### src/rtl/game_settings_regs_pkg.sv
// Shared types and preset table for the game settings register block.
package game_pkg;

    localparam int REG_NUM    = 9;
    localparam int PRESET_NUM = 8;

    typedef enum logic [3:0] {
        BOARD_FIELDS = 4'd0,
        MINE_COUNT   = 4'd1,
        FIELD_PX     = 4'd2,
        BOARD_XPOS   = 4'd3,
        BOARD_YPOS   = 4'd4,
        BOARD_PX     = 4'd5,
        TIME_LIMIT   = 4'd6,
        LEVEL        = 4'd7,
        LOAD_COUNT   = 4'd8
    } reg_idx_e;

    typedef enum logic [1:0] {
        LVL_EASY   = 2'd0,
        LVL_MEDIUM = 2'd1,
        LVL_HARD   = 2'd2,
        LVL_RSVD   = 2'd3
    } level_e;

    typedef enum logic {
        ST_IDLE = 1'b0,
        ST_LOAD = 1'b1
    } state_e;

    // Rows: EASY, MEDIUM, HARD; columns follow reg_idx_e order 0..7.
    localparam logic [15:0] PRESET_TBL [3][PRESET_NUM] = '{
        '{16'd8,  16'd10, 16'd64, 16'd256, 16'd128, 16'd512, 16'd999, 16'd0},
        '{16'd12, 16'd24, 16'd48, 16'd224, 16'd96,  16'd576, 16'd999, 16'd1},
        '{16'd16, 16'd40, 16'd40, 16'd192, 16'd64,  16'd640, 16'd999, 16'd2}
    };

endpackage

### src/rtl/game_settings_regs_if.sv
// Pipelined Wishbone responder bus for the game settings registers.
interface game_settings_regs_if #(
    parameter int ADDR_W = 8,
    parameter int DATA_W = 16
);
    logic              wb_cyc_i;
    logic              wb_stb_i;
    logic              wb_we_i;
    logic [ADDR_W-1:0] wb_adr_i;
    logic [DATA_W-1:0] wb_dat_i;
    logic [DATA_W-1:0] wb_dat_o;
    logic              wb_ack_o;
    logic              wb_stall_o;
    logic              wb_err_o;

    modport master (
        output wb_cyc_i, wb_stb_i, wb_we_i, wb_adr_i, wb_dat_i,
        input  wb_dat_o, wb_ack_o, wb_stall_o, wb_err_o
    );

    modport slave (
        input  wb_cyc_i, wb_stb_i, wb_we_i, wb_adr_i, wb_dat_i,
        output wb_dat_o, wb_ack_o, wb_stall_o, wb_err_o
    );
endinterface

### src/rtl/game_settings_regs_preset_rom.sv
// Combinational preset lookup: (level, index) -> preset value; reserved level aliases EASY.
module settings_preset_rom
    import game_pkg::*;
(
    input  logic [1:0]  i_level,
    input  logic [2:0]  i_idx,
    output logic [15:0] o_val
);
    logic [1:0] w_lvl;

    always_comb begin
        w_lvl = (i_level == LVL_RSVD) ? LVL_EASY : i_level;
        o_val = PRESET_TBL[w_lvl][i_idx];
    end
endmodule

### src/rtl/game_settings_regs.sv
// Game settings register file behind a pipelined Wishbone responder, with preset loader.
// Optional: define WB_ERR_EN to answer invalid addresses with wb_err_o instead of an ack.
module game_settings_regs
    import game_pkg::*;
#(
    parameter int REG_NUM = game_pkg::REG_NUM,
    parameter int ADDR_W  = 8,
    parameter int DATA_W  = 16
) (
    input  logic                 clk,
    input  logic                 rst_n,
    input  logic [1:0]           level,
    input  logic                 load,
    input  logic                 lock,
    output logic                 busy,
    game_settings_regs_if.slave  wb
);
    localparam int IDX_W = ADDR_W - 1;
    localparam logic [IDX_W-1:0] L_REG_NUM = IDX_W'(REG_NUM);
    localparam logic [IDX_W-1:0] L_CNT_IDX = IDX_W'(PRESET_NUM);

    state_e            r_state, w_state_nxt;
    logic [2:0]        r_k;
    logic [1:0]        r_lvl;
    logic [DATA_W-1:0] r_regs [PRESET_NUM];
    logic [DATA_W-1:0] r_cnt;
    logic              r_ack;
    logic [DATA_W-1:0] r_dat;

    logic              w_stall, w_acc, w_valid, w_wr, w_ack_set, w_ack;
    logic [IDX_W-1:0]  w_idx;
    logic [DATA_W-1:0] w_rd;
    logic [15:0]       w_rom;

    settings_preset_rom u_rom (
        .i_level (r_lvl),
        .i_idx   (r_k),
        .o_val   (w_rom)
    );

    assign w_idx   = wb.wb_adr_i[ADDR_W-1:1];
    assign w_valid = !wb.wb_adr_i[0] && (w_idx < L_REG_NUM);
    assign w_acc   = wb.wb_cyc_i & wb.wb_stb_i & ~w_stall;
    assign w_wr    = w_acc & wb.wb_we_i & w_valid & ~lock & (w_idx < L_CNT_IDX);

    always_comb begin
        w_rd = '0;
        if (w_valid) begin
            if (w_idx < L_CNT_IDX)       w_rd = r_regs[w_idx[2:0]];
            else if (w_idx == L_CNT_IDX) w_rd = r_cnt;
        end
    end

    always_ff @(posedge clk or negedge rst_n) begin
        if (!rst_n) r_state <= ST_IDLE;
        else        r_state <= w_state_nxt;
    end

    always_comb begin
        w_state_nxt = r_state;
        case (r_state)
            ST_IDLE: if (load)         w_state_nxt = ST_LOAD;
            ST_LOAD: if (r_k == 3'd7)  w_state_nxt = ST_IDLE;
            default:                   w_state_nxt = ST_IDLE;
        endcase
    end

    always_comb begin
        w_stall = (r_state == ST_LOAD);
        busy    = w_stall;
    end

    // Bus writes cannot collide with preset writes: nothing is accepted while loading.
    always_ff @(posedge clk or negedge rst_n) begin
        if (!rst_n) begin
            r_k   <= '0;
            r_lvl <= LVL_EASY;
            r_cnt <= '0;
            for (int i = 0; i < PRESET_NUM; i++) r_regs[i] <= DATA_W'(PRESET_TBL[0][i]);
        end else if (r_state == ST_LOAD) begin
            r_regs[r_k] <= DATA_W'(w_rom);
            r_k         <= r_k + 3'd1;
            if (r_k == 3'd7) r_cnt <= r_cnt + 1'b1;
        end else begin
            if (load) begin
                r_lvl <= level;
                r_k   <= '0;
            end
            if (w_wr) r_regs[w_idx[2:0]] <= wb.wb_dat_i;
        end
    end

`ifdef WB_ERR_EN
    logic r_err;
    assign w_ack_set = w_acc & w_valid;
    always_ff @(posedge clk or negedge rst_n) begin
        if (!rst_n) r_err <= 1'b0;
        else        r_err <= w_acc & ~w_valid;
    end
    assign wb.wb_err_o = r_err & wb.wb_cyc_i;
`else
    assign w_ack_set   = w_acc;
    assign wb.wb_err_o = 1'b0;
`endif

    always_ff @(posedge clk or negedge rst_n) begin
        if (!rst_n) begin
            r_ack <= 1'b0;
            r_dat <= '0;
        end else begin
            r_ack <= w_ack_set;
            r_dat <= (w_acc & ~wb.wb_we_i) ? w_rd : '0;
        end
    end

    // An abandoned cycle swallows its pending response.
    assign w_ack         = r_ack & wb.wb_cyc_i;
    assign wb.wb_ack_o   = w_ack;
    assign wb.wb_dat_o   = w_ack ? r_dat : '0;
    assign wb.wb_stall_o = w_stall;
endmodule

### src/flat_wrapper.sv
// flat-port wrapper written by rule: the top's interface ports become plain ports
module game_settings_regs_flat import game_pkg::*;
#(
    parameter int REG_NUM = game_pkg::REG_NUM,
    parameter int ADDR_W  = 8,
    parameter int DATA_W  = 16
)
  (clk, rst_n, level, load, lock, busy, wb_wb_cyc_i, wb_wb_stb_i, wb_wb_we_i, wb_wb_adr_i, wb_wb_dat_i, wb_wb_dat_o, wb_wb_ack_o, wb_wb_stall_o, wb_wb_err_o);
  game_settings_regs_if #(.ADDR_W(ADDR_W), .DATA_W(DATA_W)) wb_i ();
  input  logic clk;
  input  logic rst_n;
  input  logic [1:0] level;
  input  logic load;
  input  logic lock;
  output logic busy;
  input wire logic [$bits(wb_i.wb_cyc_i)-1:0] wb_wb_cyc_i;
  input wire logic [$bits(wb_i.wb_stb_i)-1:0] wb_wb_stb_i;
  input wire logic [$bits(wb_i.wb_we_i)-1:0] wb_wb_we_i;
  input wire logic [$bits(wb_i.wb_adr_i)-1:0] wb_wb_adr_i;
  input wire logic [$bits(wb_i.wb_dat_i)-1:0] wb_wb_dat_i;
  output wire logic [$bits(wb_i.wb_dat_o)-1:0] wb_wb_dat_o;
  output wire logic [$bits(wb_i.wb_ack_o)-1:0] wb_wb_ack_o;
  output wire logic [$bits(wb_i.wb_stall_o)-1:0] wb_wb_stall_o;
  output wire logic [$bits(wb_i.wb_err_o)-1:0] wb_wb_err_o;
  assign wb_i.wb_cyc_i = wb_wb_cyc_i;
  assign wb_i.wb_stb_i = wb_wb_stb_i;
  assign wb_i.wb_we_i = wb_wb_we_i;
  assign wb_i.wb_adr_i = wb_wb_adr_i;
  assign wb_i.wb_dat_i = wb_wb_dat_i;
  assign wb_wb_dat_o = wb_i.wb_dat_o;
  assign wb_wb_ack_o = wb_i.wb_ack_o;
  assign wb_wb_stall_o = wb_i.wb_stall_o;
  assign wb_wb_err_o = wb_i.wb_err_o;
  game_settings_regs #(.REG_NUM(REG_NUM), .ADDR_W(ADDR_W), .DATA_W(DATA_W)) u_core (.clk(clk), .rst_n(rst_n), .level(level), .load(load), .lock(lock), .busy(busy), .wb(wb_i));
endmodule
### config.mk
export PLATFORM = sky130hd
export DESIGN_NAME = game_settings_regs_flat
export DESIGN_NICKNAME = d
export VERILOG_FILES = /design/src/rtl/game_settings_regs_pkg.sv /design/src/rtl/game_settings_regs_if.sv /design/src/rtl/game_settings_regs_preset_rom.sv /design/src/rtl/game_settings_regs.sv /design/src/flat_wrapper.sv
export SDC_FILE = /design/constraint.sdc
export NUM_CORES = 1
export LEC_CHECK = 0
export CAP_MARGIN = 20
export CORE_AREA = 4 4 134 168
export CTS_CLUSTER_SIZE = 40
export DETAILED_ROUTE_END_ITERATION = 8
export DIE_AREA = 0 0 138 172
export PLACE_DENSITY_LB_ADDON = 0.2
export SLEW_MARGIN = 20
export SYNTH_ARGS = -nofsm -noshare
export SYNTH_HDL_FRONTEND = slang
export SYNTH_SLANG_ARGS = --single-unit
### constraint.sdc
create_clock -name clk -period 2.5 [get_ports clk]
set_input_delay 0.625 -clock clk [delete_from_list [all_inputs] [get_ports clk]]
set_output_delay 0.625 -clock clk [all_outputs]
set_load 0.005 [all_outputs]
==> metrics <==
switching share of power 34.92%; net load switching power 3417 µW; Die W 138 µm; Vias 6,637; syn nets 755; H-tree depth 4; IR drop worst, VDD 0.5636 mV; Tmin final 2399 ps; Slew Viols, Final 0; critical path class in2reg; Die Ht 172 µm; antenna violations before repair 0; Clk Tree Root Cell clkbuf_16; hold crit path type in2async; DIE AREA 23,740 µm²; slowest CP cell or4_1; M2 GR Usage 38.53%; post-synth top area share 46.35%; pre-CTS worst setup slack -319.9 ps; clock share of power 29.4%; initial DRC count 611; ANT cells 0; FILL cells 1,879; hpwl dp 19,430 µm; initial core utilization 39.42%; first-pass GRT wire length 41,830 µm; Yosys top cell by area dfrtp_1; DR pass1 iterations 5; Final Hold Vio Count 0; Reg power frac 38.7%; Worst Path Arrival 2780 ps; crit path cell chain clkdlybuf4s50_1 > or4_1 > buf_4 > or4_1 > buf_4 > a211oi_1 > a21o_1; share of layout cells above drive strength 1 24.58%; CORE AREA 20,820 µm²; clock sink count 167; maxcap violations 0; layout net count 861; total grt overflow 0; GRT busiest layer met2; most frequent cell after synthesis dfrtp_1; M1 GR Usage 29.78%; GR Util All Layers 22.84%; top cells by area, synth dfrtp_1 46%, a22o_1 7.8%, dfstp_2 4.8%; CP Capture Type flip-flop; vias in the first global route 6,973; Seq/Total Area, Yosys 51.15%; Final ANT Viol Nets 0; pwr dens 945.0 nW/µm²; final setup vio count 0; Hold WS 193.5 ps; PnR worst setup slack 100.5 ps; Ports 53; worst relative slew slack 48.66%; flop2flop setup slack 290 ps; Async S/R FF share, synth 100.0%; DRC 0; area delta synth->final 26.16%; CP max stage delay 520 ps; #FFs+latches synth 167; synth cell count leaders 152 x dfrtp_1, 73 x a22o_1, 46 x nand2_1, 35 x nor2_1, 31 x o21ai_0; syn avg cell area 11.48 µm²; maximum clock path buffer count 2; WL final 26,620 µm; wire per inst 24.02 µm; Main synth FF type dfrtp_1; Post-Syn Area 8207 µm²; GPL Wtd Cong 0.9036; Tcrit/Tclk final 95.98%; Gate power share 31.9%; largest net degree at the start of global routing 61; final setup skew 10.35 ps; WP data required 2880 ps; # port buffers 51; Reg2Reg Capture Point u_core.r_regs[111]$_DFFE_PN0P_; CTS Buf Count 17; RSZ-0062 raised after global routing no; # hold bufs at CTS 0; clock transition at the registers of the reported paths 70 ps; worst-path maximum fanout 7; Slew @ Worst Pin 768.3 ps; M3 GR Usage 3.928%; r2r worst-path depth 5; worst skew pair latency 440 ps; Fmax 416.8 MHz; Syn Inst Count 715; Critical R2R Launch u_core.busy$_DFF_PN0_; status complete, no violations; Yosys warning count 0; Avg Vias per Cell 5.990; CTS tree built; num rows 59; crit path launch type primary input; unique cell type count in the Yosys netlist 69; Post-synth EDFFs 0; leakage 0.004700 µW; Power Internal 6367 µW
[cell usage in the layout, fill, tap and decap left out, types with 5 or more instances in the layout]
master	instances
buf_4	78
mux2_2	17
a21oi_1	17
nand2_1	46
clkbuf_16	17
mux2i_1	15
and3_1	22
xnor2_1	9
nor2_1	35
dfrtp_1	151
buf_12	18
a22o_1	73
and2_1	6
nor3_1	5
a221o_1	23
nand2b_1	6
nor2b_1	22
o221ai_1	9
inv_6	5
a22o_2	10
dfstp_2	15
o22ai_1	13
clkdlybuf4s50_1	48
inv_1	9
mux4_2	11
o2bb2ai_1	6
nand3_1	12
xor2_1	6
o21ai_0	31
nor3b_1	6
ha_1	7
[cell type report]
class                      instances  area (µm²)  share of cell area (%)
sequential                       167        4199                   40.56
multi-input combinational        477        3679                   35.53
timing repair buffer             147        1451                   14.02
inverter                          11       41.29                  0.3988
clock inverter                    15       215.2                   2.079
tap                              274       342.8                   3.311
clock buffer                      17       425.4                   4.109
[kinds of logic after synthesis]
logic type                 synth area share, %
AOI/OAI and AO/OA                        21.80
xor gates and xnor gates                 1.601
adders and majority gates                1.067
buffers and inverters                    4.025
DFF                                      51.15
muxes                                    7.181
other                                  0.04569
and+or+nand+nor                          13.13
[worst max path at each step]
stage                    from                       endpoint  slack (ps)  cells after the start
6_report       wb_wb_adr_i[7]     u_core.r_dat[10]$_DFF_PN0_         100                      7
4_1_cts        wb_wb_adr_i[7]     u_core.r_dat[10]$_DFF_PN0_         130                      7
3_3_place_gp   wb_wb_adr_i[7]     u_core.r_dat[15]$_DFF_PN0_        -320                      7
2_1_floorplan  wb_wb_adr_i[7]  u_core.r_regs[47]$_DFFE_PN0P_         220                      6
3_5_place_dp   wb_wb_adr_i[7]     u_core.r_dat[10]$_DFF_PN0_        -320                      7
5_1_grt        wb_wb_adr_i[6]     u_core.r_dat[10]$_DFF_PN0_          50                      7
[power groups by stage]
stage	Sequential, µW	Clock, µW	Combinational [µW]
after floorplan	3590	0	1930
after global placement	3780	0	3040
after detailed placement	3800	0	3110
after CTS	3760	2910	3110
after global routing	3840	3030	3350
final	3790	2880	3120
[worst max-delay path, delay by kind of cell]
| kind | cells | cell delay (ps) |
|---|---|---|
| simple gates | 2 | 960 |
| buf+inv | 3 | 800 |
| compound gates | 2 | 370 |
[through the flow]
| stage | area [µm²] | cells | total power [µW] | util [%] | TNS (ps) |
|---|---|---|---|---|---|
| 6_report | 10350 | 1108 | 9784 | 49.74 | 0 |
| 5_1_grt | 10350 | 1108 | 10210 | 49.74 | 0 |
| 4_1_cts | 10350 | 1108 | 9776 | 49.74 | 0 |
| 3_5_place_dp | 9713 | 1076 | 6908 | 46.66 | -19340 |
| 3_3_place_gp | 9713 | 1076 | 6824 | 46.66 | -19540 |
| 2_1_floorplan | 8207 | 715 | 5512 | - | 0 |
[layer usage]
metal  wire length (µm)  part of all wire, %
met1              11140                   42
met2              13080                   49
met3               1640                  6.2
met4                761                  2.9
met5                  0                    0
[timing repair]
action | 4_1_cts | 5_1_grt
gates resized for setup | 2 | 0
buffers inserted | 0 | 0
setup endpoints to repair | 17 | 0
[flip-flops by register name, summed over array words and instances, names as in the netlist]
register       cells
u_core.r_regs    128
u_core.r_k         3
u_core.r_ack       1
u_core.r_dat      16
u_core.r_cnt      16
u_core.r_lvl       2
u_core.busy        1
Note: power is estimated with default switching activity, not from simulation.
